### src/rtl/result_bcd_display_if.sv
// Handshake and result bundle between the adder-side requester and the BCD display converter.
interface result_bcd_display_if #(
  parameter int WIDTH  = 6,
  parameter int DIGITS = 2
);
  logic                  i_start;
  logic [WIDTH-1:0]      i_bin;
  logic                  o_busy;
  logic                  o_valid;
  logic [4*DIGITS-1:0]   o_bcd;
  logic [7*DIGITS-1:0]   o_seg;
  logic                  o_ovf;

  modport master (
    output i_start, i_bin,
    input  o_busy, o_valid, o_bcd, o_seg, o_ovf
  );

  modport slave (
    input  i_start, i_bin,
    output o_busy, o_valid, o_bcd, o_seg, o_ovf
  );
endinterface

### src/rtl/result_bcd_display.sv
// Sequential double-dabble binary-to-BCD converter, one bit per clock, with
// active-low seven-segment decode and overflow flag for values beyond the digit count.
module result_bcd_display #(
  parameter int WIDTH  = 6,
  parameter int DIGITS = 2
) (
  input  logic                  i_clk,
  input  logic                  i_rst_n,
  result_bcd_display_if.slave   bus
);
  localparam int CW = $clog2(WIDTH + 1);
  localparam int BW = 4 * DIGITS;
  localparam int SW = 7 * DIGITS;

  typedef enum logic [1:0] {IDLE, SHIFT, DONE} state_t;

  state_t            state_reg, state_next;
  logic [WIDTH-1:0]  bin_reg, bin_next;
  logic [BW-1:0]     bcd_reg, bcd_next;
  logic [CW-1:0]     cnt_reg, cnt_next;
  logic              sticky_reg, sticky_next;
  logic              busy_reg, busy_next;
  logic              valid_reg, valid_next;
  logic [BW-1:0]     bcd_out_reg, bcd_out_next;
  logic [SW-1:0]     seg_reg, seg_next;
  logic              ovf_reg, ovf_next;

  logic [BW-1:0]     adj;
  logic [BW-1:0]     shifted;
  logic [SW-1:0]     seg_dec;
  logic              shift_out;

  function automatic logic [6:0] seg_of(input logic [3:0] d);
    case (d)
      4'd0:    seg_of = 7'b1000000;
      4'd1:    seg_of = 7'b1111001;
      4'd2:    seg_of = 7'b0100100;
      4'd3:    seg_of = 7'b0110000;
      4'd4:    seg_of = 7'b0011001;
      4'd5:    seg_of = 7'b0010010;
      4'd6:    seg_of = 7'b0000010;
      4'd7:    seg_of = 7'b1111000;
      4'd8:    seg_of = 7'b0000000;
      4'd9:    seg_of = 7'b0010000;
      default: seg_of = 7'b1111111;
    endcase
  endfunction

  // Add-3 correction is per digit; no carry crosses a digit boundary.
  generate
    for (genvar gi = 0; gi < DIGITS; gi++) begin : g_digit
      logic [3:0] d;
      assign d                  = bcd_reg[4*gi +: 4];
      assign adj[4*gi +: 4]     = (d >= 4'd5) ? d + 4'd3 : d;
      assign seg_dec[7*gi +: 7] = seg_of(shifted[4*gi +: 4]);
    end
  endgenerate

  assign shifted   = {adj[BW-2:0], bin_reg[WIDTH-1]};
  assign shift_out = adj[BW-1];

  always_comb begin
    state_next   = state_reg;
    bin_next     = bin_reg;
    bcd_next     = bcd_reg;
    cnt_next     = cnt_reg;
    sticky_next  = sticky_reg;
    valid_next   = 1'b0;
    bcd_out_next = bcd_out_reg;
    seg_next     = seg_reg;
    ovf_next     = ovf_reg;
    case (state_reg)
      IDLE, DONE: begin
        if (bus.i_start) begin
          bin_next    = bus.i_bin;
          bcd_next    = '0;
          sticky_next = 1'b0;
          cnt_next    = CW'(WIDTH);
          state_next  = SHIFT;
        end else begin
          state_next  = IDLE;
        end
      end
      SHIFT: begin
        bcd_next    = shifted;
        bin_next    = bin_reg << 1;
        sticky_next = sticky_reg | shift_out;
        cnt_next    = cnt_reg - CW'(1);
        // The last shift publishes straight into the output registers so the
        // result is visible in the same cycle as the valid pulse.
        if (cnt_reg == CW'(1)) begin
          state_next   = DONE;
          bcd_out_next = shifted;
          seg_next     = seg_dec;
          ovf_next     = sticky_reg | shift_out;
          valid_next   = 1'b1;
        end
      end
      default: state_next = IDLE;
    endcase
    busy_next = (state_next == SHIFT);
  end

  always_ff @(posedge i_clk or negedge i_rst_n) begin
    if (!i_rst_n) begin
      state_reg   <= IDLE;
      bin_reg     <= '0;
      bcd_reg     <= '0;
      cnt_reg     <= '0;
      sticky_reg  <= 1'b0;
      busy_reg    <= 1'b0;
      valid_reg   <= 1'b0;
      bcd_out_reg <= '0;
      seg_reg     <= {DIGITS{7'b1000000}};
      ovf_reg     <= 1'b0;
    end else begin
      state_reg   <= state_next;
      bin_reg     <= bin_next;
      bcd_reg     <= bcd_next;
      cnt_reg     <= cnt_next;
      sticky_reg  <= sticky_next;
      busy_reg    <= busy_next;
      valid_reg   <= valid_next;
      bcd_out_reg <= bcd_out_next;
      seg_reg     <= seg_next;
      ovf_reg     <= ovf_next;
    end
  end

  assign bus.o_busy  = busy_reg;
  assign bus.o_valid = valid_reg;
  assign bus.o_bcd   = bcd_out_reg;
  assign bus.o_seg   = seg_reg;
  assign bus.o_ovf   = ovf_reg;
endmodule
### src/flat_wrapper.sv
// flat-port wrapper written by rule: the top's interface ports become plain ports
module result_bcd_display_flat 
#(
  parameter int WIDTH  = 6,
  parameter int DIGITS = 2
)
  (i_clk, i_rst_n, bus_i_start, bus_i_bin, bus_o_busy, bus_o_valid, bus_o_bcd, bus_o_seg, bus_o_ovf);
  result_bcd_display_if #(.WIDTH(WIDTH), .DIGITS(DIGITS)) bus_i ();
  input  logic i_clk;
  input  logic i_rst_n;
  input wire logic [$bits(bus_i.i_start)-1:0] bus_i_start;
  input wire logic [$bits(bus_i.i_bin)-1:0] bus_i_bin;
  output wire logic [$bits(bus_i.o_busy)-1:0] bus_o_busy;
  output wire logic [$bits(bus_i.o_valid)-1:0] bus_o_valid;
  output wire logic [$bits(bus_i.o_bcd)-1:0] bus_o_bcd;
  output wire logic [$bits(bus_i.o_seg)-1:0] bus_o_seg;
  output wire logic [$bits(bus_i.o_ovf)-1:0] bus_o_ovf;
  assign bus_i.i_start = bus_i_start;
  assign bus_i.i_bin = bus_i_bin;
  assign bus_o_busy = bus_i.o_busy;
  assign bus_o_valid = bus_i.o_valid;
  assign bus_o_bcd = bus_i.o_bcd;
  assign bus_o_seg = bus_i.o_seg;
  assign bus_o_ovf = bus_i.o_ovf;
  result_bcd_display #(.WIDTH(WIDTH), .DIGITS(DIGITS)) u_core (.i_clk(i_clk), .i_rst_n(i_rst_n), .bus(bus_i));
endmodule
### config.mk
export PLATFORM = sky130hd
export DESIGN_NAME = result_bcd_display_flat
export DESIGN_NICKNAME = d
export VERILOG_FILES = /design/src/rtl/result_bcd_display_if.sv /design/src/rtl/result_bcd_display.sv /design/src/flat_wrapper.sv
export SDC_FILE = /design/constraint.sdc
export NUM_CORES = 1
export LEC_CHECK = 0
export ABC_AREA = 1
export BUFFER_PORTS_ARGS = -buffer_cell sky130_fd_sc_hd__buf_4
export CAP_MARGIN = 25
export CORE_MARGIN = 2
export CORE_UTILIZATION = 32
export CTS_BUF_LIST = sky130_fd_sc_hd__clkbuf_8
export DETAILED_ROUTE_END_ITERATION = 12
export SETUP_SLACK_MARGIN = 0.05
export SLEW_MARGIN = 10
export SYNTH_ARGS = -nofsm -noshare
export SYNTH_HDL_FRONTEND = slang
export SYNTH_SLANG_ARGS = --single-unit
### constraint.sdc
create_clock -name i_clk -period 2.7 [get_ports i_clk]
set_clock_uncertainty 0.1 [all_clocks]
set_input_delay 0.81 -clock i_clk [delete_from_list [all_inputs] [get_ports i_clk]]
set_output_delay 0.81 -clock i_clk [all_outputs]
set_load 0.005 [all_outputs]
==> impl_metrics.xml <==
<?xml version="1.0" encoding="UTF-8"?>
<metrics>
  <group name="synth">
    <metric name="yosys.area.top_type" unit="">sky130_fd_sc_hd__dfrtp_1</metric>
    <metric name="synth.distinct_cells" unit="">27</metric>
    <metric name="syn_avg_cell_area" unit="um2">8.72</metric>
    <metric name="yosys_warnings" unit="">0</metric>
    <metric name="yosys-top-cells-area" unit="">sky130_fd_sc_hd__dfrtp_1 46%, sky130_fd_sc_hd__nand2_1 8.7%, sky130_fd_sc_hd__ha_1 7.5%</metric>
    <metric name="syn_nets" unit="">290</metric>
    <metric name="yosys_register_bits" unit="">45</metric>
    <metric name="post-synth-top-area-fraction" unit="">0.462</metric>
    <metric name="post_synth_inst_count" unit="">267</metric>
    <metric name="synthesis.area" unit="um2">2330</metric>
    <metric name="sequential_area_share_after_synthesis" unit="">0.485</metric>
  </group>
  <group name="placement">
    <metric name="port_buffers" unit="">33</metric>
    <metric name="globalplace.congestion" unit="">0.840</metric>
    <metric name="dp.cells" unit="">392</metric>
    <metric name="placed_cell_area" unit="um2">2660</metric>
    <metric name="detailedPlacementHpwl" unit="um">3240</metric>
    <metric name="place_ws" unit="ns">0.584</metric>
  </group>
  <group name="clock_network">
    <metric name="cts-hold-fix-buffers" unit="">0</metric>
    <metric name="numClockSinks" unit="">45</metric>
    <metric name="post_cts.resized_instances" unit="">0</metric>
    <metric name="cts-root-to-sink-buffers" unit="">2</metric>
    <metric name="cts_tree" unit="">built</metric>
    <metric name="cts_bufs_inserted" unit="">5</metric>
    <metric name="cts_root_buf" unit="">sky130_fd_sc_hd__clkbuf_8</metric>
    <metric name="clkLatencyLatePin" unit="ns">0.30</metric>
    <metric name="clk_transition_reported_paths" unit="ns">0.09</metric>
    <metric name="cts_htree_levels" unit="">2</metric>
    <metric name="post-cts-setup-buffer-count" unit="">0</metric>
  </group>
  <group name="power">
    <metric name="vdd_drop_max" unit="mV">0.380</metric>
    <metric name="static-leakage-power" unit="nW">1.38</metric>
    <metric name="power_per_cell_area" unit="nW/um2">1390</metric>
  </group>
  <group name="cells_and_area">
    <metric name="final_net_count" unit="">323</metric>
    <metric name="utilization" unit="">0.387</metric>
    <metric name="nFillCells" unit="">754</metric>
    <metric name="multi_input_area" unit="um2">1020</metric>
    <metric name="regArea" unit="um2">1130</metric>
    <metric name="stdcell_count" unit="">399</metric>
    <metric name="antenna-diode-count" unit="">0</metric>
    <metric name="largest_register_ffs" unit="">14</metric>
    <metric name="post_route_cells_drive_above_1_share" unit="">0.233</metric>
    <metric name="area_delta_synth_final" unit="%">18.8</metric>
    <metric name="layout.cell_area.non_filler" unit="um2">2770</metric>
  </group>
  <group name="floorplanning">
    <metric name="core.rowCount" unit="">31</metric>
    <metric name="vertical_extent_of_the_die" unit="um">89.3</metric>
    <metric name="die_area" unit="um2">7970</metric>
    <metric name="initial_core_util" unit="">0.326</metric>
    <metric name="fp.dieW" unit="um">89.3</metric>
    <metric name="floorplan.core_area" unit="um2">7140</metric>
    <metric name="num_io_pins" unit="">34</metric>
  </group>
  <group name="global_route">
    <metric name="globalRouteOverflowTotal" unit="">0</metric>
    <metric name="grt_pass1_vias" unit="">1921</metric>
    <metric name="groute.layer.met3.usage" unit="">0.0286</metric>
    <metric name="grt_util_met2" unit="">0.233</metric>
    <metric name="gr_layer_usage_met1" unit="">0.164</metric>
    <metric name="grt.busiest_layer" unit="">met2</metric>
    <metric name="track_usage" unit="">0.135</metric>
    <metric name="pin_count_of_the_biggest_net_entering_global_routing" unit="">46</metric>
    <metric name="global_route_wire_length_before_repair" unit="um">8470</metric>
    <metric name="grt_antenna_before_repair" unit="">0</metric>
  </group>
  <group name="worst_setup_path">
    <metric name="critical_path.endpoint_type" unit="">flop</metric>
    <metric name="critical_path_peak_fanout" unit="">20</metric>
    <metric name="crit_required" unit="ns">2.81</metric>
    <metric name="path_class" unit="">flop to flop</metric>
    <metric name="arrival" unit="ns">2.19</metric>
    <metric name="critPathLaunchType" unit="">flop</metric>
  </group>
  <group name="sta">
    <metric name="max_clock_freq" unit="MHz">480</metric>
    <metric name="setup-tns-final" unit="ns">0</metric>
    <metric name="setup_violations" unit="">0</metric>
    <metric name="max_slew.worst_pin.slew" unit="ns">0.659</metric>
    <metric name="timing.final.ws_setup" unit="ns">0.615</metric>
    <metric name="rsz_0062_raised_after_global_routing" unit="">no</metric>
    <metric name="min_period_over_period" unit="">0.772</metric>
    <metric name="hold_viol" unit="">0</metric>
    <metric name="fin_crit" unit="ns">2.09</metric>
    <metric name="slew_hr" unit="">0.559</metric>
    <metric name="final-max-slew-violation-count" unit="">0</metric>
  </group>
  <group name="detailed_routing">
    <metric name="final_antenna_net_count" unit="">0</metric>
    <metric name="wirelength" unit="um">4770</metric>
    <metric name="routedWlPerCell" unit="um">11.9</metric>
    <metric name="detailroute.via_count" unit="">1865</metric>
    <metric name="route.detailed.vias_per_inst" unit="">4.67</metric>
    <metric name="drt_first_pass_iters" unit="">4</metric>
    <metric name="dr.first_iter.drc_count" unit="">113</metric>
    <metric name="detail_route.drc_violations" unit="">0</metric>
  </group>
  <group name="outcome">
    <metric name="status" unit="">finished, final reports clean</metric>
  </group>
  <group name="hold_path">
    <metric name="hold_path.class" unit="">flop to flop</metric>
  </group>
  <group name="flow_run">
    <metric name="max-cap-violations" unit="">0</metric>
  </group>
</metrics>
final cells by class:
class / count / share of cell area
multi-input cells: 179 / 0.370
repair buffers: 34 / 0.0923
clock buffers: 5 / 0.0249
clock inverters: 2 / 0.0127
flip-flops and latches: 45 / 0.408
well taps: 99 / 0.0448
inverters: 35 / 0.0475
critical path, cell delays in order, from the launching register on:
cell and delay, ns:
sky130_fd_sc_hd__dfrtp_1 0.40, sky130_fd_sc_hd__nor2_4 0.32, sky130_fd_sc_hd__inv_1 0.31, sky130_fd_sc_hd__nand2_1 0.59, sky130_fd_sc_hd__o211ai_1 0.17, sky130_fd_sc_hd__o21ai_0 0.11
final timing paths:
check	end	from	slack, ns	depth (start not counted)
max	u_core.bin_reg[5]$_DFFE_PN0P_	u_core.state_reg[1]$_DFF_PN0_	0.61	5
min	u_core.bus.o_seg[5]$_DFFE_PN0P_	u_core.bus.o_seg[5]$_DFFE_PN0P_	0.39	2
max reg2reg	u_core.bin_reg[5]$_DFFE_PN0P_	u_core.state_reg[1]$_DFF_PN0_	0.61	5
min reg2reg	u_core.bus.o_seg[5]$_DFFE_PN0P_	u_core.bus.o_seg[5]$_DFFE_PN0P_	0.39	2
max in group asynchronous	u_core.bus.o_bcd[1]$_DFFE_PN0P_	i_rst_n	1.70	1
min in group asynchronous	u_core.bin_reg[2]$_DFFE_PN0P_	i_rst_n	0.40	1
Yosys cell counts:
| library cell | number |
|---|---|
| sky130_fd_sc_hd__nand2_1 | 54 |
| sky130_fd_sc_hd__nor2_4 | 2 |
| sky130_fd_sc_hd__nand3_1 | 16 |
| sky130_fd_sc_hd__ha_1 | 14 |
| sky130_fd_sc_hd__o21ai_0 | 17 |
| sky130_fd_sc_hd__nand3_4 | 1 |
| sky130_fd_sc_hd__nand4_1 | 3 |
| sky130_fd_sc_hd__o22ai_1 | 8 |
| sky130_fd_sc_hd__clkbuf_1 | 1 |
| sky130_fd_sc_hd__inv_2 | 5 |
| sky130_fd_sc_hd__inv_1 | 30 |
| sky130_fd_sc_hd__buf_6 | 1 |
| sky130_fd_sc_hd__nor2_2 | 1 |
| sky130_fd_sc_hd__o21ai_1 | 4 |
| sky130_fd_sc_hd__dfstp_2 | 2 |
| sky130_fd_sc_hd__a31oi_1 | 1 |
| sky130_fd_sc_hd__o211ai_1 | 7 |
| sky130_fd_sc_hd__buf_2 | 6 |
| sky130_fd_sc_hd__o21a_1 | 1 |
| sky130_fd_sc_hd__nand3_2 | 2 |
| sky130_fd_sc_hd__dfrtp_1 | 43 |
| sky130_fd_sc_hd__nand2_2 | 13 |
| sky130_fd_sc_hd__a21oi_1 | 11 |
| sky130_fd_sc_hd__nor2_1 | 20 |
| sky130_fd_sc_hd__nand2_4 | 2 |
| sky130_fd_sc_hd__o21ai_4 | 1 |
| sky130_fd_sc_hd__nand3b_1 | 1 |
cells in the final DEF, fill, tap and decap left out, types with 8 or more instances in the layout:
cell type                 Yosys  layout
sky130_fd_sc_hd__o22ai_1      8       8
sky130_fd_sc_hd__inv_1       30      30
sky130_fd_sc_hd__nand2_2     13      13
sky130_fd_sc_hd__ha_1        14      14
sky130_fd_sc_hd__a21oi_1     11      11
sky130_fd_sc_hd__nand3_1     16      16
sky130_fd_sc_hd__nor2_1      20      20
sky130_fd_sc_hd__buf_4        0      34
sky130_fd_sc_hd__nand2_1     54      54
sky130_fd_sc_hd__dfrtp_1     43      43
sky130_fd_sc_hd__o21ai_0     17      17
per-layer routing:
layer  share of wire  wire (um)
met1            0.45       2150
met2            0.50       2360
met3           0.039        184
met4           0.016         75
met5               0          0
power by group:
group          internal (mW)  switching [mW]  leakage (nW)  total (mW)
Clock                  0.269           0.227        0.0540       0.496
Combinational          0.835            1.31         0.793        2.15
Sequential              1.01           0.189         0.535        1.20
Total                   2.11            1.73          1.38        3.84
cell families (layout without fill, tap and decap cells):
| group | Yosys count | after routing | synth area share |
|---|---|---|---|
| compound gates | 50 | 50 | 0.126 |
| fa+ha+maj | 14 | 14 | 0.0753 |
| buf+inv | 43 | 76 | 0.0758 |
| flops | 45 | 45 | 0.485 |
| simple gates | 115 | 115 | 0.238 |
through the flow:
stage	power, mW	hold slack (ns)
5_1_grt	4.29	0.427
6_report	3.84	0.387
3_3_place_gp	3.35	0.366
4_1_cts	3.88	0.393
3_5_place_dp	3.37	0.370
2_1_floorplan	2.74	0.352
Note: power is estimated with default switching activity, not from simulation.
